`src/rtl/multiplexor_display.sv`:
```
// Purpose: time-multiplexed scan driver for a 4-digit common-anode 7-segment display.
// Latency: anodo/segmentos/digito/frame_tick are registered one cycle after the cnt/dig that select them.
// Backpressure: none; free-running scan, enable=0 blanks the display and parks the scan at frame start.
module multiplexor_display #(
    parameter int REFRESH_DIV  = 50000,
    parameter int BLANK_CYCLES = 1000
) (
    input  logic       clk,
    input  logic       reset,
    input  logic       enable,
    input  logic [7:0] catodo1,
    input  logic [7:0] catodo2,
    input  logic [7:0] catodo3,
    input  logic [7:0] catodo4,
    output logic [3:0] anodo,
    output logic [7:0] segmentos,
    output logic [1:0] digito,
    output logic       frame_tick
);

    localparam int              CW        = (REFRESH_DIV > 1) ? $clog2(REFRESH_DIV) : 1;
    localparam logic [CW-1:0]   CNT_MAX   = CW'(REFRESH_DIV - 1);
    localparam logic [CW-1:0]   BLANK_LIM = CW'(BLANK_CYCLES);

    logic [CW-1:0] cnt;
    logic [1:0]    dig;
    logic [7:0]    sh0, sh1, sh2, sh3;
    logic [7:0]    sel_pat;
    logic          slot_end;
    logic          frame_start;
    logic          in_blank;

    // Pick the shadowed pattern belonging to the current slot.
    always_comb begin
        sel_pat = sh0;
        case (dig)
            2'd1:    sel_pat = sh1;
            2'd2:    sel_pat = sh2;
            2'd3:    sel_pat = sh3;
            default: sel_pat = sh0;
        endcase
    end

    assign slot_end    = (cnt == CNT_MAX);
    assign frame_start = (cnt == '0) && (dig == 2'd0);
    assign in_blank    = (cnt < BLANK_LIM);

    // Scan counters, frame-latched shadows and registered display outputs.
    always_ff @(posedge clk) begin
        if (reset) begin
            cnt        <= '0;
            dig        <= 2'd0;
            sh0        <= 8'hFF;
            sh1        <= 8'hFF;
            sh2        <= 8'hFF;
            sh3        <= 8'hFF;
            anodo      <= 4'b1111;
            segmentos  <= 8'hFF;
            digito     <= 2'd0;
            frame_tick <= 1'b0;
        end else if (!enable) begin
            // Park at frame start so re-enabling begins with a fresh latch.
            cnt        <= '0;
            dig        <= 2'd0;
            anodo      <= 4'b1111;
            segmentos  <= 8'hFF;
            digito     <= 2'd0;
            frame_tick <= 1'b0;
        end else begin
            if (slot_end) begin
                cnt <= '0;
                dig <= dig + 2'd1;
            end else begin
                cnt <= cnt + CW'(1);
            end

            // Latch all four digits together so a frame never mixes old and new data.
            if (frame_start) begin
                sh0        <= catodo1;
                sh1        <= catodo2;
                sh2        <= catodo3;
                sh3        <= catodo4;
                frame_tick <= 1'b1;
            end else begin
                frame_tick <= 1'b0;
            end

            // Blank the head of every slot so the previous digit's segments never ghost.
            if (in_blank) begin
                anodo     <= 4'b1111;
                segmentos <= 8'hFF;
            end else begin
                anodo     <= ~(4'b0001 << dig);
                segmentos <= sel_pat;
            end
            digito <= dig;
        end
    end

endmodule

```
`config.mk`:
```
export PLATFORM = sky130hd
export DESIGN_NAME = multiplexor_display
export DESIGN_NICKNAME = d
export VERILOG_FILES = /design/src/rtl/multiplexor_display.sv
export SDC_FILE = /design/constraint.sdc
export NUM_CORES = 1
export LEC_CHECK = 0
export BUFFER_PORTS_ARGS = -buffer_cell sky130_fd_sc_hd__buf_2
export CAP_MARGIN = 10
export CORE_MARGIN = 5
export CORE_UTILIZATION = 62
export CTS_BUF_LIST = sky130_fd_sc_hd__clkbuf_8
export DETAILED_ROUTE_END_ITERATION = 8
export MAX_ROUTING_LAYER = met4
export PLACE_DENSITY = 0.9
export SYNTH_ARGS = -nofsm -noshare
export SYNTH_HDL_FRONTEND = slang
export SYNTH_SLANG_ARGS = --single-unit
```
`constraint.sdc`:
```
create_clock -name clk -period 5.35 [get_ports clk]
set_input_delay 1.07 -clock clk [delete_from_list [all_inputs] [get_ports clk]]
set_output_delay 1.07 -clock clk [all_outputs]
set_load 0.01 [all_outputs]
```
==> flow_metrics.env, run 1 <==
export IMPL_cts_tree="done"
export IMPL_criticalPathCategory="flip-flop to flip-flop"
export IMPL_ys_seq_area_frac=0.471
export IMPL_total_power_uw=998
export IMPL_drt_iter0_markers=287
export IMPL_ir_worst_vdd_mv=0.206
export IMPL_max_slew_margin_rel=0.169
export IMPL_syn_inst=319
export IMPL_die_area_sq_um=5890
export IMPL_clkSlewWorstSetupHoldPaths_ns=0.07
export IMPL_layout_commonest_cell="dfxtp_1"
export IMPL_synth_warnings=0
export IMPL_ys_flop_type="dfxtp_1"
export IMPL_drcViolationCount=0
export IMPL_fp_row_count=24
export IMPL_syn_nets=361
export IMPL_die_w_um=76.7
export IMPL_h_tree_depth=3
export IMPL_status="finished, final reports clean"
export IMPL_grt_usage=0.232
export IMPL_yosysUniqueCellTypes=34
export IMPL_hold_buffers=0
export IMPL_fin_hold_ws_ns=0.457
export IMPL_totalWireLength_um=6670
export IMPL_io_buffers=49
export IMPL_grt_max_degree=36
export IMPL_fin_ws_ns=2.91
export IMPL_finalHoldViolCount=0
export IMPL_final_cell_mix="dfxtp_1 (65), nand2_1 (57), buf_2 (49), o21ai_0 (38), a31oi_1 (32)"
export IMPL_cap_violations=0
export IMPL_fin_crit_sh=0.456
export IMPL_finalClockSkew_ns=0.00493
export IMPL_post_dp_hpwl_um=4300
export IMPL_post_place_ws_ns=2.97
export IMPL_vias_per_cell=6.03
export IMPL_finalNonFillerCells=412
export IMPL_ys_async_sr_fraction=0
export IMPL_final_layout_size_suffix_gt1_frac=0.217
export IMPL_pin_count=50
export IMPL_synth_edf_count=0
export IMPL_synth_ff_latch_count=65
export IMPL_hold_class="flip-flop to flip-flop"
export IMPL_worstSkewPairLatency_ns=0.35
export IMPL_leakagePower_uw=0.00120
export IMPL_grt_first_pass_wirelength_um=10800
export IMPL_crit_required_ns=5.63
export IMPL_area_growth_pct=13.8
export IMPL_critPathMaxFanout=33
export IMPL_start_util=0.639
export IMPL_die_y_um=76.7
export IMPL_avgSynthCellArea_sq_um=8.66
export IMPL_min_period_ns=2.44
export IMPL_ant_nets=0
export IMPL_critical_path_startpoint_type="flip-flop"
export IMPL_p_per_area_nw_per_um2=318
export IMPL_gp_congestion=0.881
export IMPL_fin_nets=397
export IMPL_syn_area_sq_um=2760
export IMPL_fin_tns_setup_ns=0
export IMPL_grt_overflow_total=0
export IMPL_worst_slew_pin_slew_ns=1.24
export IMPL_endpoint_kind="flip-flop"
export IMPL_numPlacedInstances=396
export IMPL_clock_root_buffer="clkbuf_8"
export IMPL_setup_violations_final=0
export IMPL_vias=2484
export IMPL_grt_pass1_vias=2329
export IMPL_cts_path_max_buffers=2
export IMPL_cts_setup_buffers=0
export IMPL_antenna_found_initial=0
export IMPL_antennaDiodeCount=0
export IMPL_first_pass_iters=5
export IMPL_cts_sinks=65
export IMPL_rsz0062_at_grt="false"
export IMPL_core_area_sq_um=4320
export IMPL_post_cts_resized=0
export IMPL_fillCellCount=319
export IMPL_max_clock_freq_ghz=0.410
export IMPL_wl_per_cell_um=16.2
export IMPL_cts_buffers=9
export IMPL_maxSlewViolCount=0
export IMPL_cp_arrival_ns=2.72
## registers in the layout, summed over array words and instances (netlist names)
name	cells
cnt	16
digito	2
sh1	8
segmentos	8
frame_tick	1
sh3	8
sh2	8
anodo	4
sh0	8
dig	2
## per-stage QoR
stage | instance area, sq um | utilization
floorplan | 2760 | -
global placement | 2950 | 0.682
detailed placement | 2950 | 0.682
CTS | 3140 | 0.727
global route | 3140 | 0.727
finish | 3140 | 0.727
## worst max-delay path, cell delays in order (launching register included)
cell and delay, ns:
dfxtp_1 0.35, or4_4 0.57, nor3_4 0.96, a21oi_2 0.34, nand2_1 0.16
## cell type report
type | count | area, sq um | area share
inverter | 9 | 33.8 | 0.0107
clock inverter | 6 | 57.6 | 0.0183
tap | 52 | 65.1 | 0.0207
clock buffer | 10 | 138 | 0.0438
sequential | 65 | 1300 | 0.414
multi-input combinational | 220 | 1290 | 0.412
timing repair buffer | 50 | 253 | 0.0804
## Yosys cell counts (2+ instances only)
master	count	area [sq um]
nor2_1	22	82.6
buf_6	4	45.0
or4_4	2	22.5
and3_1	2	12.5
ha_1	7	87.6
inv_1	9	33.8
or3_4	2	22.5
a31oi_1	32	200
nand2_1	57	214
nand4_1	5	31.3
nand3_1	7	35.0
xnor2_1	12	105
nor3_2	3	30.0
nor3_1	5	25.0
a222oi_1	8	80.1
o21ai_0	38	190
nor4_1	4	25.0
xor2_1	2	17.5
o21ai_1	2	10.0
buf_2	7	35.0
clkbuf_1	12	45.0
dfxtp_1	65	1300
## kinds of logic after synthesis
kind of cell             synth area share
AO/OA/AOI/OAI                       0.185
XOR/XNOR                           0.0444
adder cells (fa/ha/maj)            0.0317
buffers and inverters              0.0621
flip-flops                          0.471
multiplexers                      0.00770
AND/OR/NAND/NOR                     0.198
## path summary, 6_finish.rpt
path | startpoint | end | slack (ns) | depth (start not counted)
setup / recovery | cnt[13] | anodo[3] | 2.91 | 4
hold / removal | sh0[2] | sh0[2] | 0.46 | 2
setup reg to reg | cnt[13] | anodo[3] | 2.91 | 4
hold reg to reg | sh0[2] | sh0[2] | 0.46 | 2
## metal layers
layer | vias up | global-route usage | share of wire
met1 | 1125 | 0.251 | 0.38
met5 | - | - | 0
met4 | 0 | 0.126 | 0.039
met2 | 131 | 0.374 | 0.49
met3 | 34 | 0.0796 | 0.094
li1 | 1194 | - | -
## power breakdown
| group | total [uW] | internal, uW | switching [uW] |
|---|---|---|---|
| Clock | 410 | 224 | 186 |
| Combinational | 71.8 | 29.5 | 42.3 |
| Sequential | 516 | 506 | 10.6 |
(Power assumes the default switching activity.)
==> run 2: changes to the inputs <==
--- a/config.mk
+++ b/config.mk
@@ -8,11 +8,11 @@
 export BUFFER_PORTS_ARGS = -buffer_cell sky130_fd_sc_hd__buf_2
 export CAP_MARGIN = 10
 export CORE_MARGIN = 5
-export CORE_UTILIZATION = 62
+export CORE_UTILIZATION = 52
 export CTS_BUF_LIST = sky130_fd_sc_hd__clkbuf_8
 export DETAILED_ROUTE_END_ITERATION = 8
 export MAX_ROUTING_LAYER = met4
-export PLACE_DENSITY = 0.9
+export PLACE_DENSITY = 0.81
 export SYNTH_ARGS = -nofsm -noshare
 export SYNTH_HDL_FRONTEND = slang
 export SYNTH_SLANG_ARGS = --single-unit
==> constraint.sdc (replaced) <==
create_clock -name clk -period 2.1 [get_ports clk]
set_input_delay 0.42 -clock clk [delete_from_list [all_inputs] [get_ports clk]]
set_output_delay 0.42 -clock clk [all_outputs]
set_load 0.01 [all_outputs]
==> flow_metrics.env, run 2 (same netlist as run 1, synthesis figures left out) <==
export IMPL_drt_iter0_markers=245
export IMPL_total_power_uw=2410
export IMPL_largest_reg_flops=16
export IMPL_hold_buffers=0
export IMPL_critical_path_startpoint_type="flip-flop"
export IMPL_fin_crit_sh=0.903
export IMPL_cap_violations=0
export IMPL_cts_tree="done"
export IMPL_totalWireLength_um=6170
export IMPL_antennaDiodeCount=0
export IMPL_regMostFlops="cnt"
export IMPL_cts_sinks=65
export IMPL_rrSetupSlack_ns=0.20
export IMPL_rsz0062_at_grt="false"
export IMPL_setup_violations_final=0
export IMPL_seqCellArea_sq_um=1300
export IMPL_p_seq_frac=0.545
export IMPL_grt_usage=0.196
export IMPL_critPathMaxFanout=33
export IMPL_grtUsageMet2=0.319
export IMPL_gp_congestion=0.862
export IMPL_max_slew_margin_rel=0.684
export IMPL_h_tree_depth=3
export IMPL_first_pass_iters=5
export IMPL_criticalPathCategory="flip-flop to flip-flop"
export IMPL_rr_startpoint="cnt[8]"
export IMPL_area_growth_pct=15.7
export IMPL_vias=2423
export IMPL_min_period_ns=1.90
export IMPL_antenna_found_initial=0
export IMPL_min_to="sh3[0]"
export IMPL_min_path_cells=3
export IMPL_core_area_sq_um=5140
export IMPL_finalClockSkew_ns=0.00885
export IMPL_grt_pass1_vias=2360
export IMPL_finalHoldViolCount=0
export IMPL_power_switching_uw=594
export IMPL_worstHoldStart="catodo4[0]"
export IMPL_post_dp_hpwl_um=4250
export IMPL_fin_nets=402
export IMPL_p_per_area_nw_per_um2=754
export IMPL_r2r_end="sh0[5]"
export IMPL_crit_required_ns=2.33
export IMPL_p_comb_frac=0.074
export IMPL_status="finished, final reports clean"
export IMPL_die_area_sq_um=6870
export IMPL_clock_root_buffer="clkbuf_8"
export IMPL_fillCellCount=450
export IMPL_multiInputGateArea_sq_um=1290
export IMPL_post_place_ws_ns=0.211
export IMPL_die_y_um=82.9
export IMPL_worst_slew_pin_slew_ns=0.474
export IMPL_start_util=0.537
export IMPL_die_w_um=82.9
export IMPL_fp_row_count=26
export IMPL_final_cell_mix="dfxtp_1 (65), nand2_1 (57), buf_2 (49), o21ai_0 (38), a31oi_1 (32)"
export IMPL_drcViolationCount=0
export IMPL_fin_tns_setup_ns=0
export IMPL_leakagePower_uw=0.00122
export IMPL_intPower_uw=1820
export IMPL_post_cts_resized=0
export IMPL_ant_nets=0
export IMPL_final_layout_size_suffix_gt1_frac=0.222
export IMPL_cts_buffers=9
export IMPL_grt_met1_usage=0.220
export IMPL_io_buffers=49
export IMPL_cp_arrival_ns=2.13
export IMPL_wl_per_cell_um=14.2
export IMPL_r2r_cells=4
export IMPL_clkSlewWorstSetupHoldPaths_ns=0.07
export IMPL_maxSlewViolCount=0
export IMPL_cts_path_max_buffers=2
export IMPL_clkPwrFrac=0.381
export IMPL_use_met3=0.0772
export IMPL_fin_hold_ws_ns=0.293
export IMPL_grt_max_degree=34
export IMPL_cts_setup_buffers=0
export IMPL_fin_ws_ns=0.203
export IMPL_pin_count=50
export IMPL_layout_commonest_cell="dfxtp_1"
export IMPL_endpoint_kind="flip-flop"
export IMPL_swShare=0.246
export IMPL_top_usage_layer="met2"
export IMPL_ir_worst_vdd_mv=0.511
export IMPL_worstSkewPairLatency_ns=0.35
export IMPL_final_util=0.621
export IMPL_max_clock_freq_ghz=0.527
export IMPL_grt_overflow_total=0
export IMPL_vias_per_cell=5.57
export IMPL_grt_first_pass_wirelength_um=10800
export IMPL_hold_class="input port to flip-flop"
==> run 2: cell count changes in the layout (fill, tap and decap cells not counted) <==
cell / previous run / this run
buf_4: 1 / 5
clkinv_2: 4 / 1
inv_1: 9 / 11
buf_12: 0 / 1
bufinv_16: 1 / 0
clkinv_4: 0 / 1
clkinvlp_4: 1 / 2
==> run 2: power groups by stage <==
stage               Sequential, uW  Clock, uW  Combinational, uW
floorplan                     1330          0                129
global placement              1340          0                171
detailed placement            1340          0                178
CTS                           1310        944                179
global route                  1320        997                205
finish                        1310        917                179
==> run 2: final cells by class <==
class / instances / area share
multi-input cells: 220 / 0.405
clock buffers: 10 / 0.0431
clock inverters: 6 / 0.0114
repair buffers: 55 / 0.0948
well taps: 70 / 0.0274
inverters: 9 / 0.0106
flip-flops and latches: 65 / 0.407
==> run 2: critical path, stage by stage, from the launching register on <==
cell	delay [ns]
dfxtp_1	0.38
or4_4	0.57
or3_4	0.55
o21ai_0	0.22
nand2_1	0.07
==> run 2: worst max path at each step <==
stage / startpoint / end / slack [ns]
2_1_floorplan: cnt[11] / dig[0] / 0.29
3_3_place_gp: cnt[7] / anodo[2] / 0.25
3_5_place_dp: cnt[8] / sh0[5] / 0.21
4_1_cts: cnt[8] / sh0[5] / 0.20
5_1_grt: cnt[7] / segmentos[6] / 0.1
6_report: cnt[8] / sh0[5] / 0.20
==> run 2: layer usage <==
metal / wire, um / share of wire
met1: 2560 / 0.42
met2: 3060 / 0.50
met3: 412 / 0.067
met4: 131 / 0.021
met5: 0 / 0
==> run 2: through the flow <==
step / cell area [sq um] / std cells
final: 3190 / 435
after global routing: 3190 / 435
after CTS: 3190 / 435
after detailed placement: 3020 / 419
after global placement: 3020 / 419
after floorplan: 2760 / 319
